## src/rtl/ir_nec_rcv.sv

```systemverilog
// NEC IR remote decoder: 1 us tick timing, frame/repeat decode, release timeout.
// Define IR_ADDR_CHECK_EN to also require addr ^ naddr == 8'hFF (strict NEC).
module ir_nec_rcv #(
  parameter int unsigned PRESCALE  = 27,
  parameter int unsigned REL_TO_US = 130000,
  parameter int unsigned TSCALE    = 1
) (
  input  logic        clk27,
  input  logic        reset_n,
  input  logic        ir_rx,
  output logic [15:0] ir_code,
  output logic [7:0]  ir_code_cnt,
  output logic        ir_valid
);
  localparam int unsigned PSW      = (PRESCALE > 1) ? $clog2(PRESCALE) : 1;
  localparam int unsigned RLW      = $clog2(REL_TO_US + 1);
  // TSCALE divides every width window; it is 1 for real timing
  localparam int unsigned LM_LO    = 8000 / TSCALE;
  localparam int unsigned LM_HI    = 10000 / TSCALE;
  localparam int unsigned LS_LO    = 4000 / TSCALE;
  localparam int unsigned LS_HI    = 5000 / TSCALE;
  localparam int unsigned RS_LO    = 2000 / TSCALE;
  localparam int unsigned RS_HI    = 2500 / TSCALE;
  localparam int unsigned MK_LO    = 400 / TSCALE;
  localparam int unsigned MK_HI    = 700 / TSCALE;
  localparam int unsigned S1_LO    = 1400 / TSCALE;
  localparam int unsigned S1_HI    = 1900 / TSCALE;
  localparam int unsigned ABORT_TO = 12000 / TSCALE;

  typedef enum logic [2:0] {
    S_IDLE, S_LEAD_MARK, S_LEAD_SPACE, S_BIT_MARK, S_BIT_SPACE, S_STOP_MARK, S_REP_MARK
  } state_t;

  state_t          state_q, state_d;
  logic            rx_s1_q, rx_s2_q, rx_d1_q;
  logic            rise_pend_q, rise_pend_d, fall_pend_q, fall_pend_d;
  logic [PSW-1:0]  presc_q, presc_d;
  logic [15:0]     pw_q, pw_d;
  logic [4:0]      bit_idx_q, bit_idx_d;
  logic [31:0]     sr_q, sr_d;
  logic [RLW-1:0]  rel_q, rel_d;
  logic [15:0]     code_q, code_d;
  logic [7:0]      cnt_q, cnt_d;
  logic            valid_q, valid_d;

  function automatic logic in_win(input logic [15:0] w, input logic [15:0] lo,
                                  input logic [15:0] hi);
    return (w >= lo) && (w <= hi);
  endfunction

  logic tick_c, rise_now_c, fall_now_c, abort_c, ev_c;
  logic mark_ok_c, zero_c, one_c, lead_ok_c, lsp_ok_c, rsp_ok_c;
  logic frame_start_c, bit_c, stop_ok_c, rep_ok_c, frame_ok_c, rep_acc_c, accept_c;
  logic addr_ok_c;

  assign tick_c     = (presc_q == PSW'(PRESCALE - 1));
  assign rise_now_c = rise_pend_q | (rx_s2_q & ~rx_d1_q);
  assign fall_now_c = fall_pend_q | (~rx_s2_q & rx_d1_q);
  assign abort_c    = tick_c && (state_q != S_IDLE) && (pw_q > 16'(ABORT_TO));
  assign ev_c       = tick_c && (rise_now_c || fall_now_c) && !abort_c;

  assign mark_ok_c  = rise_now_c && in_win(pw_q, 16'(MK_LO), 16'(MK_HI));
  assign lead_ok_c  = rise_now_c && in_win(pw_q, 16'(LM_LO), 16'(LM_HI));
  assign lsp_ok_c   = fall_now_c && in_win(pw_q, 16'(LS_LO), 16'(LS_HI));
  assign rsp_ok_c   = fall_now_c && in_win(pw_q, 16'(RS_LO), 16'(RS_HI));
  assign zero_c     = fall_now_c && in_win(pw_q, 16'(MK_LO), 16'(MK_HI));
  assign one_c      = fall_now_c && in_win(pw_q, 16'(S1_LO), 16'(S1_HI));

  assign frame_start_c = ev_c && (state_q == S_LEAD_SPACE) && lsp_ok_c;
  assign bit_c         = ev_c && (state_q == S_BIT_SPACE) && (zero_c || one_c);
  assign stop_ok_c     = ev_c && (state_q == S_STOP_MARK) && mark_ok_c;
  assign rep_ok_c      = ev_c && (state_q == S_REP_MARK) && mark_ok_c;

`ifdef IR_ADDR_CHECK_EN
  assign addr_ok_c = ((sr_q[7:0] ^ sr_q[15:8]) == 8'hFF);
`else
  logic unused_naddr_c;
  assign unused_naddr_c = ^sr_q[15:8];
  assign addr_ok_c = 1'b1;
`endif

  assign frame_ok_c = stop_ok_c && ((sr_q[23:16] ^ sr_q[31:24]) == 8'hFF) && addr_ok_c;
  assign rep_acc_c  = rep_ok_c && (code_q != 16'h0000);
  assign accept_c   = frame_ok_c || rep_acc_c;

  // State register
  always_ff @(posedge clk27 or negedge reset_n) begin
    if (!reset_n) state_q <= S_IDLE;
    else          state_q <= state_d;
  end

  // Next-state: every edge is judged against its window on a tick
  always_comb begin
    state_d = state_q;
    if (abort_c) begin
      state_d = S_IDLE;
    end else if (ev_c) begin
      case (state_q)
        S_IDLE:       if (fall_now_c) state_d = S_LEAD_MARK;
        S_LEAD_MARK:  state_d = lead_ok_c ? S_LEAD_SPACE : S_IDLE;
        S_LEAD_SPACE: state_d = lsp_ok_c ? S_BIT_MARK : (rsp_ok_c ? S_REP_MARK : S_IDLE);
        S_BIT_MARK:   state_d = mark_ok_c ? S_BIT_SPACE : S_IDLE;
        S_BIT_SPACE:  state_d = (zero_c || one_c) ?
                                ((bit_idx_q == 5'd31) ? S_STOP_MARK : S_BIT_MARK) : S_IDLE;
        default:      state_d = S_IDLE;
      endcase
    end
  end

  // Datapath and outputs
  always_comb begin
    presc_d     = tick_c ? '0 : presc_q + PSW'(1);
    rise_pend_d = tick_c ? 1'b0 : rise_now_c;
    fall_pend_d = tick_c ? 1'b0 : fall_now_c;
    pw_d        = pw_q;
    bit_idx_d   = bit_idx_q;
    sr_d        = sr_q;
    rel_d       = rel_q;
    code_d      = code_q;
    cnt_d       = cnt_q;
    valid_d     = accept_c;
    if (tick_c) begin
      if (rise_now_c || fall_now_c) pw_d = 16'h0000;
      else if (pw_q != 16'hFFFF)    pw_d = pw_q + 16'd1;
    end
    if (frame_start_c) begin
      bit_idx_d = 5'd0;
      sr_d      = 32'h0;
    end else if (bit_c) begin
      bit_idx_d = bit_idx_q + 5'd1;
      sr_d      = {one_c, sr_q[31:1]};
    end
    if (accept_c)                                   rel_d = '0;
    else if (tick_c && (rel_q != RLW'(REL_TO_US))) rel_d = rel_q + RLW'(1);
    if (rel_q == RLW'(REL_TO_US)) begin
      code_d = 16'h0000;
      cnt_d  = 8'h00;
    end
    // Acceptance overrides a coincident release
    if (frame_ok_c) begin
      code_d = {sr_q[7:0], sr_q[23:16]};
      cnt_d  = 8'd1;
    end else if (rep_acc_c) begin
      code_d = code_q;
      cnt_d  = (cnt_q == 8'hFF) ? 8'hFF : cnt_q + 8'd1;
    end
  end

  always_ff @(posedge clk27 or negedge reset_n) begin
    if (!reset_n) begin
      rx_s1_q     <= 1'b1;
      rx_s2_q     <= 1'b1;
      rx_d1_q     <= 1'b1;
      rise_pend_q <= 1'b0;
      fall_pend_q <= 1'b0;
      presc_q     <= '0;
      pw_q        <= 16'h0000;
      bit_idx_q   <= 5'd0;
      sr_q        <= 32'h0;
      rel_q       <= '0;
      code_q      <= 16'h0000;
      cnt_q       <= 8'h00;
      valid_q     <= 1'b0;
    end else begin
      rx_s1_q     <= ir_rx;
      rx_s2_q     <= rx_s1_q;
      rx_d1_q     <= rx_s2_q;
      rise_pend_q <= rise_pend_d;
      fall_pend_q <= fall_pend_d;
      presc_q     <= presc_d;
      pw_q        <= pw_d;
      bit_idx_q   <= bit_idx_d;
      sr_q        <= sr_d;
      rel_q       <= rel_d;
      code_q      <= code_d;
      cnt_q       <= cnt_d;
      valid_q     <= valid_d;
    end
  end

  assign ir_code     = code_q;
  assign ir_code_cnt = cnt_q;
  assign ir_valid    = valid_q;
endmodule

```

## config.mk

```make
export PLATFORM = sky130hd
export DESIGN_NAME = ir_nec_rcv
export DESIGN_NICKNAME = d
export VERILOG_FILES = /design/src/rtl/ir_nec_rcv.sv
export SDC_FILE = /design/constraint.sdc
export NUM_CORES = 1
export LEC_CHECK = 0
export BUFFER_PORTS_ARGS = -buffer_cell sky130_fd_sc_hd__buf_2
export CORE_ASPECT_RATIO = 1.4
export CORE_MARGIN = 2
export CORE_UTILIZATION = 52
export CTS_CLUSTER_SIZE = 25
export DETAILED_ROUTE_END_ITERATION = 8
export HOLD_SLACK_MARGIN = 0.08
export PLACE_DENSITY = 0.84
export SLEW_MARGIN = 20
export SYNTH_ARGS = -nofsm -noshare
export SYNTH_HDL_FRONTEND = slang
export SYNTH_SLANG_ARGS = --single-unit
```

## constraint.sdc

```tcl
create_clock -name clk27 -period 2.4 [get_ports clk27]
set_input_delay 0.24 -clock clk27 [delete_from_list [all_inputs] [get_ports clk27]]
set_output_delay 0.24 -clock clk27 [all_outputs]
set_load 0.005 [all_outputs]
```

# After elaboration in Yosys (flattened, before gate mapping)
# Cells that the tools add are included.
word_totals:
  register_bits: 108
  word_cells: 122
  output_inout_bits: 25
classes:
  reduce_logical: 42
  bitwise_logic: 7
  order_cmp: 11
  add_sub_neg: 5
  n_mux: 28
  eq_ne: 15
op_table:
  columns: ["op", "count"]
  rows:
  - ["$mux 16", 5]
  - ["$mux 32", 2]
  - ["$mux 17", 2]
  - ["$ge 16x11->1 const B", 2]
  - ["$mux 8", 4]
  - ["$logic_and 1x1->1", 26]
  - ["$mux 3", 8]
  - ["$add 17x1->17 const B", 1]
  - ["$eq 17x17->1 const B", 1]
  - ["$ne 17x17->1 const B", 1]
  - ["$add 16x1->16 const B", 1]
  - ["$eq 8x8->1 const B", 2]
  - ["$ge 16x12->1 const B", 1]
  - ["$ge 16x13->1 const B", 1]
  - ["$ge 16x9->1 const B", 1]
  - ["$gt 16x14->1 const B", 1]
  - ["$le 16x10->1 const B", 1]
  - ["$le 16x11->1 const B", 1]
  - ["$le 16x12->1 const B", 1]
  - ["$le 16x13->1 const B", 1]
  - ["$le 16x14->1 const B", 1]
  - ["$ne 16x16->1 const B", 1]
  - ["$reduce_bool 16->1", 1]
  - ["$mux 5", 3]
  - ["other kinds (21)", 39]

# Longest topological paths before layout
logic_depth:
  depth_word: 11
  mapped_depth: 12
  mapped_depth_nobuf: 8

# Least setup slack after synthesis
# Ideal clock, no wire load.
synth_timing:
  kind: "register to register"
  start: "register pw_q[0]"
  end: "register code_q[5] (netlist: ir_code[5])"
  t_arrival_ps: 2338
  period_less_slack_ps: 2459
  stages_incl_launch_ff: 11
  path_slack_ps: -59
  path_cell_list: "dfrtp_1 -> inv_1 -> ha_1 -> nor4b_1 -> or4_4 -> o211ai_4 -> nor3_1 -> o21ba_1 -> buf_6 -> buf_6 -> a22o_1"
synth_via:
  elab_chain_len: 9
synth_rtl:
  columns: ["element", "line_no", "text"]
  rows:
  - ["start, declared", "38", "logic [15:0] pw_q, pw_d;"]
  - ["start signal, assigned", "171", "pw_q <= pw_d;"]
  - ["$gt 16x14->1", "59", "assign abort_c = tick_c && (state_q != S_IDLE) && (pw_q > 16'(ABORT_TO));"]
  - ["$logic_and 1x1->1", "59", null]
  - ["$logic_not 1->1", "60", "assign ev_c = tick_c && (rise_now_c || fall_now_c) && !abort_c;"]
  - ["$logic_and 1x1->1", "60", null]
  - ["$logic_and 1x1->1 (on tied branches) (2 in a row)", "71, 72", null]
  - ["$logic_and 1x1->1 (on tied branches)", "82, 83", null]
  - ["$ne 2x2->1 (no source line) or $reduce_bool 2->1 (tied branches)", null, null]
  - ["$reduce_and 2->1 (no source line)", null, null]
  - ["end signal, assigned", "175", "code_q <= code_d;"]
  - ["end, declared", "42", "logic [15:0] code_q, code_d;"]
# Several ways; a longest one is shown, not always the timed one.
# A chain may end at the register's enable or synchronous reset.

# Worst setup path after layout
layout_timing:
  start: "register pw_q[1]"
  end: "register state_q[1]"
layout_via:
  elab_chain_len: 8
layout_rtl:
  columns: ["element", "line_no", "text"]
  rows:
  - ["$ge 16x11->1, or another cell as far along", "48", "return (w >= lo) && (w <= hi);"]
  - ["$logic_and 1x1->1", "48", null]
  - ["$logic_and 1x1->1 (on tied branches)", "65, 66, 67", null]
  - ["$mux 3 or $logic_or 1x1->1 (tied branches)", "101, 103", null]
  - ["$mux 3 (on tied branches)", "101, 103", null]
  - ["$pmux 3 s5", "98", "case (state_q)"]
  - ["$mux 3", "97", "end else if (ev_c) begin"]
  - ["$mux 3", "95", "if (abort_c) begin"]
  - ["end signal, assigned", "89", "else state_q <= state_d;"]
  - ["end, declared", "34", "state_t state_q, state_d;"]
# Several ways; a longest one is shown, not always the timed one. The select of a mux whose other input is x is not followed.

==> out/qor.txt <==
Final Net Count - 571
Setup WS pre-CTS - -0.0663 ns
Yosys top cell by area - dfrtp_1
worst vdd ir - 0.000547 V
Synth Register Bits - 108
skew final - 0.0102 ns
core area - 10300 um^2
final hold vios - 0
CP startpoint kind - flop
share of cells above drive strength 1 - 18.4%
CP max FO - 5
most numerous cell in the Yosys netlist - dfrtp_1
DR WL/cell - 17.4 um
DRC viols - 0
largest net degree at the start of global routing - 95
Post-Route WL - 12.2 mm
via count - 4251
Final ANT Viol Nets - 0
WP data arrival - 2.58 ns
overall power - 3.44 mW
number of fillers in the final layout - 810
Die Y - 125 um
number of global-route vias before repair - 4295
sequential cell area fraction in the yosys report - 49.7%
# rows - 44
Setup WS post-layout - 0.0707 ns
Num Clock Sinks - 108
Root Buffer - clkbuf_16
Slew HR - 55.1%
final slew viol count - 0
fin util - 60.7%
die footprint - 11300 um^2
slew of the pin with the lowest slew margin - 0.669 ns
top post-synthesis cells by count - 105 x dfrtp_1, 53 x nor2_1, 50 x a22o_1
status - finished, final reports clean
total gr overflow - 0
H-Tree Depth - 3
commonest register cell after synthesis - dfrtp_1
TritonRoute pass-1 iters - 5
Avg Cell Area, Syn - 10.6 um^2
first-pass GRT wire length - 20.8 mm
EDFF count, synth - 0
post-synth cell types - 66
final cycle utilization of the critical path - 97.1%
CTS buffer count - 9
fin cells - 702
Tightest Hold Check Type - primary input to async pin
RSZ-0062 raised after global routing - true
# diodes - 0
async set-reset flop share out of synthesis - 100%
main area contributors after synthesis - dfrtp_1 48%, a22o_1 8.0%, xor2_1 4.0%
hpwl dp - 8.41 mm
WP data required - 2.65 ns
Reg clk slew, reported paths - 0.08 ns
initial core utilization - 52.9%
Post-Syn Nets - 528
Synth Warn # - 0
Max Buffers Root-to-Sink - 2
Synth-to-Final Area Change - 14.7%
placed cells - 684
Period minus WS final - 2.33 ns
worst skew pair latency - 0.35 ns
Power Density - 550 nW/um^2
width of the die - 90.5 um
# setup viols final - 0
Placer Congestion - 0.905
P_leak - 2.89 nW
DRT iter0 DRCs - 290
critical path class - flop to flop
Max Cap Viol - 0
Crit. End Element - flop
Reg area - 2710 um^2
CTS tree - yes
I/O Buffers - 27
Netlist Area Pre-Place - 5450 um^2
vias per inst - 6.06
multi-input logic area - 2530 um^2
# Post-CTS Setup Buffers - 0
maximum clock rate - 429 MHz
Synth Instances - 516
top cell type's share of synthesized area - 48.2%
num ports - 28
initial antenna violation count - 0
GRT Util Overall - 22.6%
==> placed cells by master (no fill, tap or decap), types with 6 or more instances in the layout <==
master and instances:
and3_1 6, clkbuf_16 9, nor3_1 15, buf_2 26, ha_1 8, xnor2_1 15
nand3_1 21, a21oi_1 12, a22o_1 50, buf_4 29, nor4_1 10, and2_1 8
nand4_1 15, nand2_1 28, inv_1 17, o21ai_0 10, xor2_1 25, nand2b_1 6
nor2_1 53, dfrtp_1 104
==> routing by layer <==
metal,routed length [um],global-route usage [%],up-vias
met4,380,10.8,0
met2,6420,38.9,162
met5,0,0,-
met3,450,3.49,30
li1,-,-,1967
met1,4950,27.7,2092
==> stage by stage <==
step / setup TNS (ns) / cell area [um^2] / hold slack [ns]
final: 0 / 6250 / 0.282
after CTS: 0 / 6210 / 0.278
after global routing: -0.0125 / 6250 / 0.304
after floorplan: 0 / 5460 / -0.0556
after detailed placement: -0.0663 / 5870 / 0.113
after global placement: 0 / 5870 / 0.111
==> cell type report <==
| class | instances | area share [%] |
|---|---|---|
| flip-flops and latches | 108 | 43.3 |
| repair buffers | 62 | 7.35 |
| clock buffers | 9 | 3.60 |
| well taps | 138 | 2.76 |
| clock inverters | 7 | 1.50 |
| multi-input cells | 361 | 40.5 |
| inverters | 17 | 1.02 |
==> critical path, cell delays in order (launching register included) <==
cell	delay [ns]
dfrtp_1	0.38
inv_1	0.07
ha_2	0.21
or3b_2	0.49
a2111oi_4	0.37
nor4b_1	0.10
nor4_1	0.21
a311oi_1	0.14
a211oi_1	0.25
==> sequential cells by signal, indices dropped and copies added, names as in the netlist <==
register,cells
ir_code,16
rx_s1_q,1
state_q,3
fall_pend_q,1
sr_q,32
rel_q,17
presc_q,5
ir_code_cnt,8
bit_idx_q,5
rise_pend_q,1
rx_d1_q,1
ir_valid,1
rx_s2_q,1
pw_q,16
==> report_power, final <==
group	total [mW]	internal [mW]	switching, mW
clock network	1.57	0.837	0.730
registers	1.82	1.82	0.00199
logic	0.0459	0.00917	0.0368
==> cell families (layout without fill, tap and decap cells) <==
| logic type | Yosys count | after routing | share of synthesized area, % |
|---|---|---|---|
| AO/OA/AOI/OAI | 112 | 112 | 16.8 |
| XOR/XNOR | 40 | 40 | 6.43 |
| adder cells (fa/ha/maj) | 9 | 9 | 2.07 |
| buffers and inverters | 47 | 95 | 4.84 |
| flip-flops | 108 | 108 | 49.7 |
| multiplexers | 4 | 4 | 0.758 |
| AND/OR/NAND/NOR | 196 | 196 | 19.4 |
==> path summary, 6_finish.rpt <==
check,from,end,slack [ns],cells past startpoint
max,pw_q[1],state_q[1],0.07,8
min,reset_n,bit_idx_q[3],0.28,2
max reg2reg,pw_q[1],state_q[1],0.07,8
min reg2reg,rx_s1_q,rx_s2_q,0.37,0
max in group asynchronous,reset_n,rx_s1_q,1.36,3
min in group clk27,rx_s1_q,rx_s2_q,0.37,0
==> what timing repair did <==
action                                  4_1_cts  5_1_grt
pin swaps                                     0        2
gates resized for setup                       2        6
endpoints found under the setup margin        1       33
hold endpoints to repair                     15        0
hold buffers                                  2        0
Power figures use the tool's default switching activity.
